===== config.mk =====
export PLATFORM = sky130hd
export DESIGN_NAME = edge_stream_feeder
export DESIGN_NICKNAME = d
export VERILOG_FILES = /design/src/rtl/edge_stream_feeder_pkg.sv /design/src/rtl/edge_stream_feeder_gearbox.sv /design/src/rtl/edge_stream_feeder.sv
export SDC_FILE = /design/constraint.sdc
export NUM_CORES = 2
export LEC_CHECK = 0
export ABC_AREA = 1
export CAP_MARGIN = 20
export CORE_AREA = 2 2 535 537
export CTS_CLUSTER_DIAMETER = 80
export CTS_CLUSTER_SIZE = 20
export DETAILED_ROUTE_END_ITERATION = 7
export DIE_AREA = 0 0 537 539
export PLACE_DENSITY_LB_ADDON = 0.08
export SLEW_MARGIN = 20
export SYNTH_ARGS = -nofsm -noshare
export SYNTH_HDL_FRONTEND = slang
export SYNTH_SLANG_ARGS = --single-unit

===== constraint.sdc =====
create_clock -name clk -period 50.7 [get_ports clk]
set_input_delay 7.605 -clock clk [delete_from_list [all_inputs] [get_ports clk]]
set_output_delay 7.605 -clock clk [all_outputs]
set_load 0.1 [all_outputs]

===== src/rtl/edge_stream_feeder_pkg.sv =====
// Shared constants and state encodings for the PE edge-input feeder.
package edge_stream_feeder_pkg;

  localparam int PE_WORD_W      = 768;
  localparam int DRAM_WORD_W    = 512;
  localparam int EDGE_W         = 96;
  localparam int EDGES_PER_WORD = PE_WORD_W / EDGE_W;
  localparam int WORD_CNT_W     = 32;

  typedef enum logic [1:0] {
    ST_IDLE   = 2'd0,
    ST_START  = 2'd1,
    ST_STREAM = 2'd2,
    ST_DRAIN  = 2'd3
  } fsm_state_e;

  // Bits currently held in the gearbox accumulator: 0, 256 or 512.
  typedef enum logic [1:0] {
    GB_EMPTY = 2'd0,
    GB_HALF  = 2'd1,
    GB_FULL  = 2'd2
  } gb_cnt_e;

endpackage


===== src/rtl/edge_stream_feeder_gearbox.sv =====
// 512-to-768 bit repacker. Two DRAM beats feed one PE word plus half of the
// next; the output word is registered, so a word appears the cycle after the
// beat that completes it.
module gearbox_512to768
  import edge_stream_feeder_pkg::*;
#(
  parameter int DIN_W  = DRAM_WORD_W,
  parameter int DOUT_W = PE_WORD_W
) (
  input  logic              clk,
  input  logic              rst,
  input  logic              din_valid_i,
  input  logic [DIN_W-1:0]  din_i,
  input  logic              flush_i,
  output logic [DOUT_W-1:0] dout_o,
  output logic              dout_valid_o
);

  localparam int HALF = DIN_W / 2;

  logic [DIN_W-1:0]  acc_q;
  gb_cnt_e           cnt_q;
  logic [DOUT_W-1:0] dout_q;
  logic              dvld_q;

  // Accumulate beats and emit a word whenever 768 bits are available; flush
  // drops any leftover half-beat so the next partition starts aligned.
  always_ff @(posedge clk or posedge rst) begin
    if (rst) begin
      acc_q  <= '0;
      cnt_q  <= GB_EMPTY;
      dout_q <= '0;
      dvld_q <= 1'b0;
    end else begin
      dvld_q <= 1'b0;
      if (flush_i) begin
        cnt_q <= GB_EMPTY;
      end else if (din_valid_i) begin
        unique case (cnt_q)
          GB_EMPTY: begin
            acc_q <= din_i;
            cnt_q <= GB_FULL;
          end
          GB_FULL: begin
            dout_q           <= {din_i[HALF-1:0], acc_q};
            acc_q[HALF-1:0]  <= din_i[DIN_W-1:HALF];
            cnt_q            <= GB_HALF;
            dvld_q           <= 1'b1;
          end
          GB_HALF: begin
            dout_q <= {din_i, acc_q[HALF-1:0]};
            cnt_q  <= GB_EMPTY;
            dvld_q <= 1'b1;
          end
          default: cnt_q <= GB_EMPTY;
        endcase
      end
    end
  end

  assign dout_o       = dout_q;
  assign dout_valid_o = dvld_q;

endmodule


===== src/rtl/edge_stream_feeder.sv =====
// Transmit side of the PE edge-input interface: takes one partition command at
// a time, streams ceil(1.5*N) DRAM beats through the gearbox into N PE words,
// then holds until the PE reports the partition complete.
module edge_stream_feeder
  import edge_stream_feeder_pkg::*;
#(
  parameter int DRAM_W     = DRAM_WORD_W,
  parameter int FIFO_WIDTH = PE_WORD_W,
  parameter int CNT_W      = WORD_CNT_W
) (
  input  logic                  clk,
  input  logic                  rst,
  input  logic                  cmd_valid,
  output logic                  cmd_ready,
  input  logic [CNT_W-1:0]      cmd_words,
  input  logic                  cmd_active,
  input  logic [DRAM_W-1:0]     dram_rd_data,
  input  logic                  dram_rd_valid,
  output logic                  dram_rd_ready,
  output logic [FIFO_WIDTH-1:0] input_word,
  output logic                  input_valid,
  input  logic                  FIFO_full,
  output logic                  new_par_start,
  output logic                  new_par_active,
  output logic [CNT_W-1:0]      work_size,
  input  logic                  par_complete_sig,
  output logic                  par_done,
  output logic                  busy
);

  localparam logic [CNT_W+1:0] ONE_L = {{(CNT_W+1){1'b0}}, 1'b1};
  localparam logic [CNT_W-1:0] ONE_O = {{(CNT_W-1){1'b0}}, 1'b1};

  fsm_state_e       state_q;
  logic             cmd_ready_q, start_q, active_q, done_q;
  logic [CNT_W-1:0] work_q, out_left_q, out_left_d;
  logic [CNT_W+1:0] dram_left_q, dram_left_d, dram_need;
  logic [1:0]       since_q;   // cycles since START, saturating at 2
  logic             beat_acc, word_vld, go_drain;

  // Beats needed for N words: (3N+1)>>1 with headroom so large N cannot wrap.
  assign dram_need = ({1'b0, cmd_words, 1'b0} + {2'b00, cmd_words} + ONE_L) >> 1;

  assign dram_rd_ready = (state_q == ST_STREAM) && !FIFO_full && (dram_left_q != '0);
  assign beat_acc      = dram_rd_ready && dram_rd_valid;
  assign dram_left_d   = beat_acc ? dram_left_q - ONE_L : dram_left_q;
  assign out_left_d    = word_vld ? out_left_q - ONE_O : out_left_q;
  // The last word is already on the output register when dram_left hits 0.
  assign go_drain      = (state_q == ST_STREAM) && (dram_left_q == '0) && (out_left_d == '0);

  gearbox_512to768 #(
    .DIN_W  (DRAM_W),
    .DOUT_W (FIFO_WIDTH)
  ) u_gearbox (
    .clk          (clk),
    .rst          (rst),
    .din_valid_i  (beat_acc),
    .din_i        (dram_rd_data),
    .flush_i      (go_drain),
    .dout_o       (input_word),
    .dout_valid_o (word_vld)
  );

  // Partition FSM with registered handshake, strobe and descriptor outputs.
  always_ff @(posedge clk or posedge rst) begin
    if (rst) begin
      state_q     <= ST_IDLE;
      cmd_ready_q <= 1'b0;
      start_q     <= 1'b0;
      active_q    <= 1'b0;
      done_q      <= 1'b0;
      work_q      <= '0;
      out_left_q  <= '0;
      dram_left_q <= '0;
      since_q     <= 2'd0;
    end else begin
      start_q     <= 1'b0;
      done_q      <= 1'b0;
      dram_left_q <= dram_left_d;
      out_left_q  <= out_left_d;
      if ((state_q == ST_STREAM || state_q == ST_DRAIN) && since_q != 2'd2)
        since_q <= since_q + 2'd1;
      unique case (state_q)
        ST_IDLE: begin
          cmd_ready_q <= 1'b1;
          if (cmd_valid && cmd_ready_q) begin
            cmd_ready_q <= 1'b0;
            work_q      <= cmd_words;
            active_q    <= cmd_active;
            dram_left_q <= dram_need;
            out_left_q  <= cmd_words;
            start_q     <= 1'b1;
            state_q     <= ST_START;
          end
        end
        ST_START: begin
          since_q <= 2'd1;
          state_q <= (active_q && work_q != '0) ? ST_STREAM : ST_DRAIN;
        end
        ST_STREAM: begin
          if (go_drain) state_q <= ST_DRAIN;
        end
        ST_DRAIN: begin
          // PE counters only reflect the new partition two cycles after start.
          if (since_q == 2'd2 && par_complete_sig) begin
            done_q      <= 1'b1;
            active_q    <= 1'b0;
            cmd_ready_q <= 1'b1;
            state_q     <= ST_IDLE;
          end
        end
        default: state_q <= ST_IDLE;
      endcase
    end
  end

  assign cmd_ready      = cmd_ready_q;
  assign input_valid    = word_vld;
  assign new_par_start  = start_q;
  assign new_par_active = active_q;
  assign work_size      = work_q;
  assign par_done       = done_q;
  assign busy           = (state_q != ST_IDLE);

endmodule

== After elaboration in Yosys (flattened, before gate mapping) ==
Index checks and enable logic that the tools add are counted.

* Add/sub/neg operators: 5
* Mux-type cells: 31
* Equal/unequal tests: 10
* Reduce and logical (&&, ||, !) cells: 31
* Bitwise logic cells: 1

{| class="wikitable"
|+ Operator list
! operator !! count
|-
| 768-bit one-hot mux with 2 select lines || 1
|-
| 256-bit one-hot mux with 2 select lines || 1
|-
| 34-bit 2-to-1 mux || 3
|-
| 32-bit 2-to-1 mux || 3
|-
| 33-bit by 32-bit adder with 34-bit output || 1
|-
| 34-bit by 1-bit adder with 34-bit output, second input constant || 1
|-
| 34-bit logical NOT || 1
|-
| 34-bit nonzero test || 1
|-
| 34-bit by 1-bit subtractor with 34-bit output, second input constant || 1
|-
| 32-bit logical NOT || 1
|-
| 32-bit nonzero test || 1
|-
| 32-bit by 1-bit subtractor with 32-bit output, second input constant || 1
|-
| 3-bit AND reduction || 5
|-
| 2-bit 2-to-1 mux || 7
|-
| 1-bit 2-to-1 mux || 12
|-
| 2-bit nonzero test || 6
|-
| 1-bit logical AND || 9
|-
| 2-bit equality test, second input constant || 4
|-
| 2-bit one-hot mux with 4 select lines || 1
|-
| 2-bit inequality test, second input constant || 3
|-
| 2-bit by 1-bit equality test with 1-bit output, second input constant || 2
|-
| 2-bit logical NOT || 2
|-
| 1-bit one-hot mux with 2 select lines || 2
|-
| 2-bit one-hot mux with 2 select lines || 1
|-
| 7 further kinds || 8
|}

* Bits of input ports: 551
* Word-level logic and storage cells: 92
* Output and inout bits: 807
* Register bits: 1389

== Depth between registers and ports, before layout ==
* Word-level depth: 7
* Gate-level depth with buffers: 19
* Mapped depth without buffers: 19

== By module ==
Synthesis repeated with hierarchy kept, for this count alone.

* Cell total of the unflattened synthesis: 8656
* Area, all modules: 66084.6 um^2

{| class="wikitable"
|+ Modules (own cells, without submodules)
! module !! area each (um^2) !! instances !! sequential area each (um^2) !! cells an instance
|-
| gearbox_512to768 || 57876.8 || 1 || 32105.8 || 7416
|-
| edge_stream_feeder || 8207.9 || 1 || 2652.5 || 1240
|}

== Worst setup path after synthesis ==
No wires, ideal clock.

* Path kind: input -> output
* Start point: input FIFO_full
* End point: output dram_rd_ready
* Data arrival time: 8441 ps
* Buffers on the path: 0
* Required time: 43095 ps
* Stages: 1
* Path slack: 34654 ps
* Cells stage by stage: nor3_4

* Cells in the longest elaborated chain, start to end: 3

{| class="wikitable"
|+ Ends and longest elaborated chain
! what !! line !! RTL
|-
| from (decl) || edge_stream_feeder.sv:22 || <nowiki>input logic FIFO_full,</nowiki>
|-
| 1-bit logical NOT || edge_stream_feeder.sv:44 || <nowiki>assign dram_rd_ready = (state_q == ST_STREAM) && !FIFO_full && (dram_left_q != '0);</nowiki>
|-
| 1-bit logical AND (2 in series) || edge_stream_feeder.sv:44 ||
|-
| to (decl) || edge_stream_feeder.sv:19 || <nowiki>output logic dram_rd_ready,</nowiki>
|}

No other way between the ends.

== Final worst setup path ==
Ends and elaborated chain as after synthesis.

==> results.json <==
{
  "avgViaCountPerCell": 4.34,
  "start_kind": "primary input",
  "dp_hpwl_um": 203000,
  "io_buffers": 1357,
  "wl_per_cell_um": 22.3,
  "hold_violations": 0,
  "dieArea_sq_mm": 0.289,
  "place.gp.congestion": 0.849,
  "cts_hold_buf": 0,
  "arrival_ns": 9.46,
  "cp.required_ns": 43.10,
  "post_cts_buffers": 0,
  "cts_tree": "done",
  "tns_ns": 0,
  "ys_ff_latch": 1389,
  "overflow": 0,
  "synth_nets": 7900,
  "die_w_um": 537,
  "drv_cap": 0,
  "path_max_fanout": 2,
  "grt_pass1_vias": 52509,
  "grt_usage_pct": 18.5,
  "ys_types": 47,
  "critPathKind": "in -> out",
  "core_area_sq_mm": 0.284,
  "cts_sinks": 1389,
  "cts_htree_levels": 3,
  "fin_crit_sh_pct": 33.7,
  "avgSynthCellArea_sq_um": 8.78,
  "core.rowCount": 196,
  "route.final.wire_length_um": 274000,
  "clk_latency_ns": 0.87,
  "drc": 0,
  "cts_root_buf": "clkbuf_16",
  "initial_core_util_pct": 22.6,
  "vias": 53452,
  "ctsLongestPathBuffers": 4,
  "finalClockSkew_ns": 0.0318,
  "fillers": 30205,
  "fmax_ghz": 0.0586,
  "ant_nets": 0,
  "rsz0062_at_grt": "no",
  "area_growth_pct": 32.4,
  "setup_viol": 0,
  "cts-buffers-inserted": 122,
  "status": "complete, no violations",
  "tightest_slew_ns": 1.21,
  "grt_max_degree": 196,
  "clk_pin_slew_worst_paths_ns": 0.07,
  "seq_area_sq_mm": 0.0348,
  "maxSlewViolCount": 0,
  "finalCriticalPeriod_ns": 17.07,
  "multiInputGateArea_sq_mm": 0.0248,
  "antenna_found_initial": 93,
  "hold_class": "reg -> reg",
  "nNetsFinal": 9007,
  "io_pins": 1358,
  "drive_above_1_share_pct": 6.51,
  "cts.repair.resized": 0,
  "ys_warn_count": 0,
  "max_slew_margin_pct": 19.0,
  "die_y_um": 539,
  "end_kind": "output port",
  "synthCells": 7303,
  "drt-initial-drc-count": 3018,
  "netlist_area_sq_mm": 0.0641,
  "dr.pass1.iters": 6,
  "yosysSeqAreaShare_pct": 54.2,
  "grt_pass1_wl_um": 393000
}
==> worst paths after layout <==
kind,start,endpoint,slack (ns),cells after the start
setup / recovery,FIFO_full,dram_rd_ready,33.63,3
hold / removal,u_gearbox.acc_q[445],u_gearbox.acc_q[445],0.48,2
setup reg to reg,u_gearbox.cnt_q[1],u_gearbox.dout_o[264],43.93,12
hold reg to reg,u_gearbox.acc_q[445],u_gearbox.acc_q[445],0.48,2
max in group asynchronous,rst,u_gearbox.dout_o[588],38.23,8
min in group asynchronous,rst,u_gearbox.dout_o[494],7.25,2
==> placed cells by master (no fill, tap or decap), drive strengths merged, types with 15 or more instances in the layout <==
| master | Yosys | layout |
|---|---|---|
| inv | 652 | 691 |
| clkbuf | 204 | 137 |
| nand2 | 1922 | 1922 |
| clkdlybuf4s50 | 0 | 1256 |
| mux2 | 259 | 259 |
| nand4 | 19 | 19 |
| dfrtp | 1389 | 1389 |
| diode | 0 | 33 |
| buf | 243 | 173 |
| nor4 | 15 | 15 |
| o21a | 513 | 513 |
| a21oi | 316 | 316 |
| o21ai | 1109 | 1109 |
| clkinv | 0 | 32 |
| nand3 | 79 | 79 |
| xor2 | 20 | 20 |
| nor2 | 440 | 440 |
| nor3 | 20 | 20 |
| ha | 45 | 45 |
==> logic make-up (layout without fill, tap and decap cells) <==
kind of cell | count (synthesis) | in the layout | synth area share, %
xor gates and xnor gates | 31 | 31 | 0.423
DFF | 1389 | 1389 | 54.2
and+or+nand+nor | 2512 | 2512 | 15.2
adders and majority gates | 46 | 46 | 0.909
muxes | 260 | 260 | 4.56
other | 0 | 33 | 0
buffers and inverters | 1099 | 2307 | 7.24
AOI/OAI and AO/OA | 1966 | 1966 | 17.4
==> synth_stat cells (all sizes together) <==
| master | count | area [sq um] |
|---|---|---|
| o2111ai | 1 | 8.76 |
| o22ai | 2 | 12.5 |
| o21ai | 1109 | 5550 |
| o221ai | 1 | 8.76 |
| xnor2 | 11 | 96.3 |
| xor2 | 20 | 175 |
| nor3 | 20 | 111 |
| a32o | 1 | 10.0 |
| nor3b | 1 | 7.51 |
| a31oi | 3 | 18.8 |
| nand3b | 7 | 52.6 |
| a21oi | 316 | 1580 |
| a21o | 6 | 45.0 |
| nand2 | 1922 | 7240 |
| a21boi | 2 | 15.0 |
| clkbuf | 204 | 766 |
| nor4 | 15 | 93.8 |
| or2 | 3 | 18.8 |
| o21bai | 5 | 37.5 |
| buf | 243 | 1430 |
| o21a | 513 | 3850 |
| inv | 652 | 2450 |
| ha | 45 | 563 |
| mux2 | 259 | 2920 |
| fa | 1 | 20.0 |
| nand3 | 79 | 400 |
| nor4b | 1 | 8.76 |
| and2 | 5 | 31.3 |
| dfrtp | 1389 | 34800 |
| nor2 | 440 | 1690 |
| nand4 | 19 | 119 |
| a211oi | 1 | 7.51 |
| o211ai | 6 | 45.0 |
| mux2i | 1 | 10.0 |
==> critical path, cell delays in order <==
cell             delay [ns]
clkdlybuf4s50_1        0.45
nor3_4                 0.23
clkdlybuf4s50_1        1.17
==> metrics by stage <==
step	std cells	utilization, %	cell area, sq um	hold slack, ns	worst slack (ns)
after global routing	12290	29.9	84900	0.498	33.59
after detailed placement	12047	28.4	80700	0.468	33.62
final	12306	29.9	84900	0.480	33.63
after CTS	12272	29.9	84900	0.486	33.61
after global placement	12045	28.4	80700	0.460	33.59
after floorplan	7303	-	64100	0.448	3.93
==> routing by layer <==
| layer | wire, um | global-route usage (%) | vias up |
|---|---|---|---|
| met5 | 216 | 0 | - |
| met4 | 7440 | 4.96 | 34 |
| met3 | 22400 | 6.06 | 356 |
| met2 | 131000 | 30.9 | 1375 |
| met1 | 114000 | 22.6 | 25721 |
| li1 | - | - | 25966 |
==> registers in the layout (all words and copies together), names as in the netlist <==
signal                  flops
u_gearbox.dout_o          768
u_gearbox.acc_q           512
dram_left_q                34
out_left_q                 32
work_size                  32
since_q                     2
state_q                     2
u_gearbox.cnt_q             2
cmd_ready                   1
new_par_active              1
new_par_start               1
par_done                    1
u_gearbox.dout_valid_o      1
==> layout make-up <==
type | instances | share of cell area, %
antenna | 33 | 0.0973
clock buffer | 136 | 3.82
clock inverter | 89 | 1.09
inverter | 652 | 2.89
multi-input combinational | 4815 | 29.2
sequential | 1389 | 40.9
tap | 3762 | 5.54
timing repair buffer | 1430 | 16.4
Power is left out: the tool's default activity adds up to more than one toggle a clock period on the data nets, which glitch-free logic cannot reach.
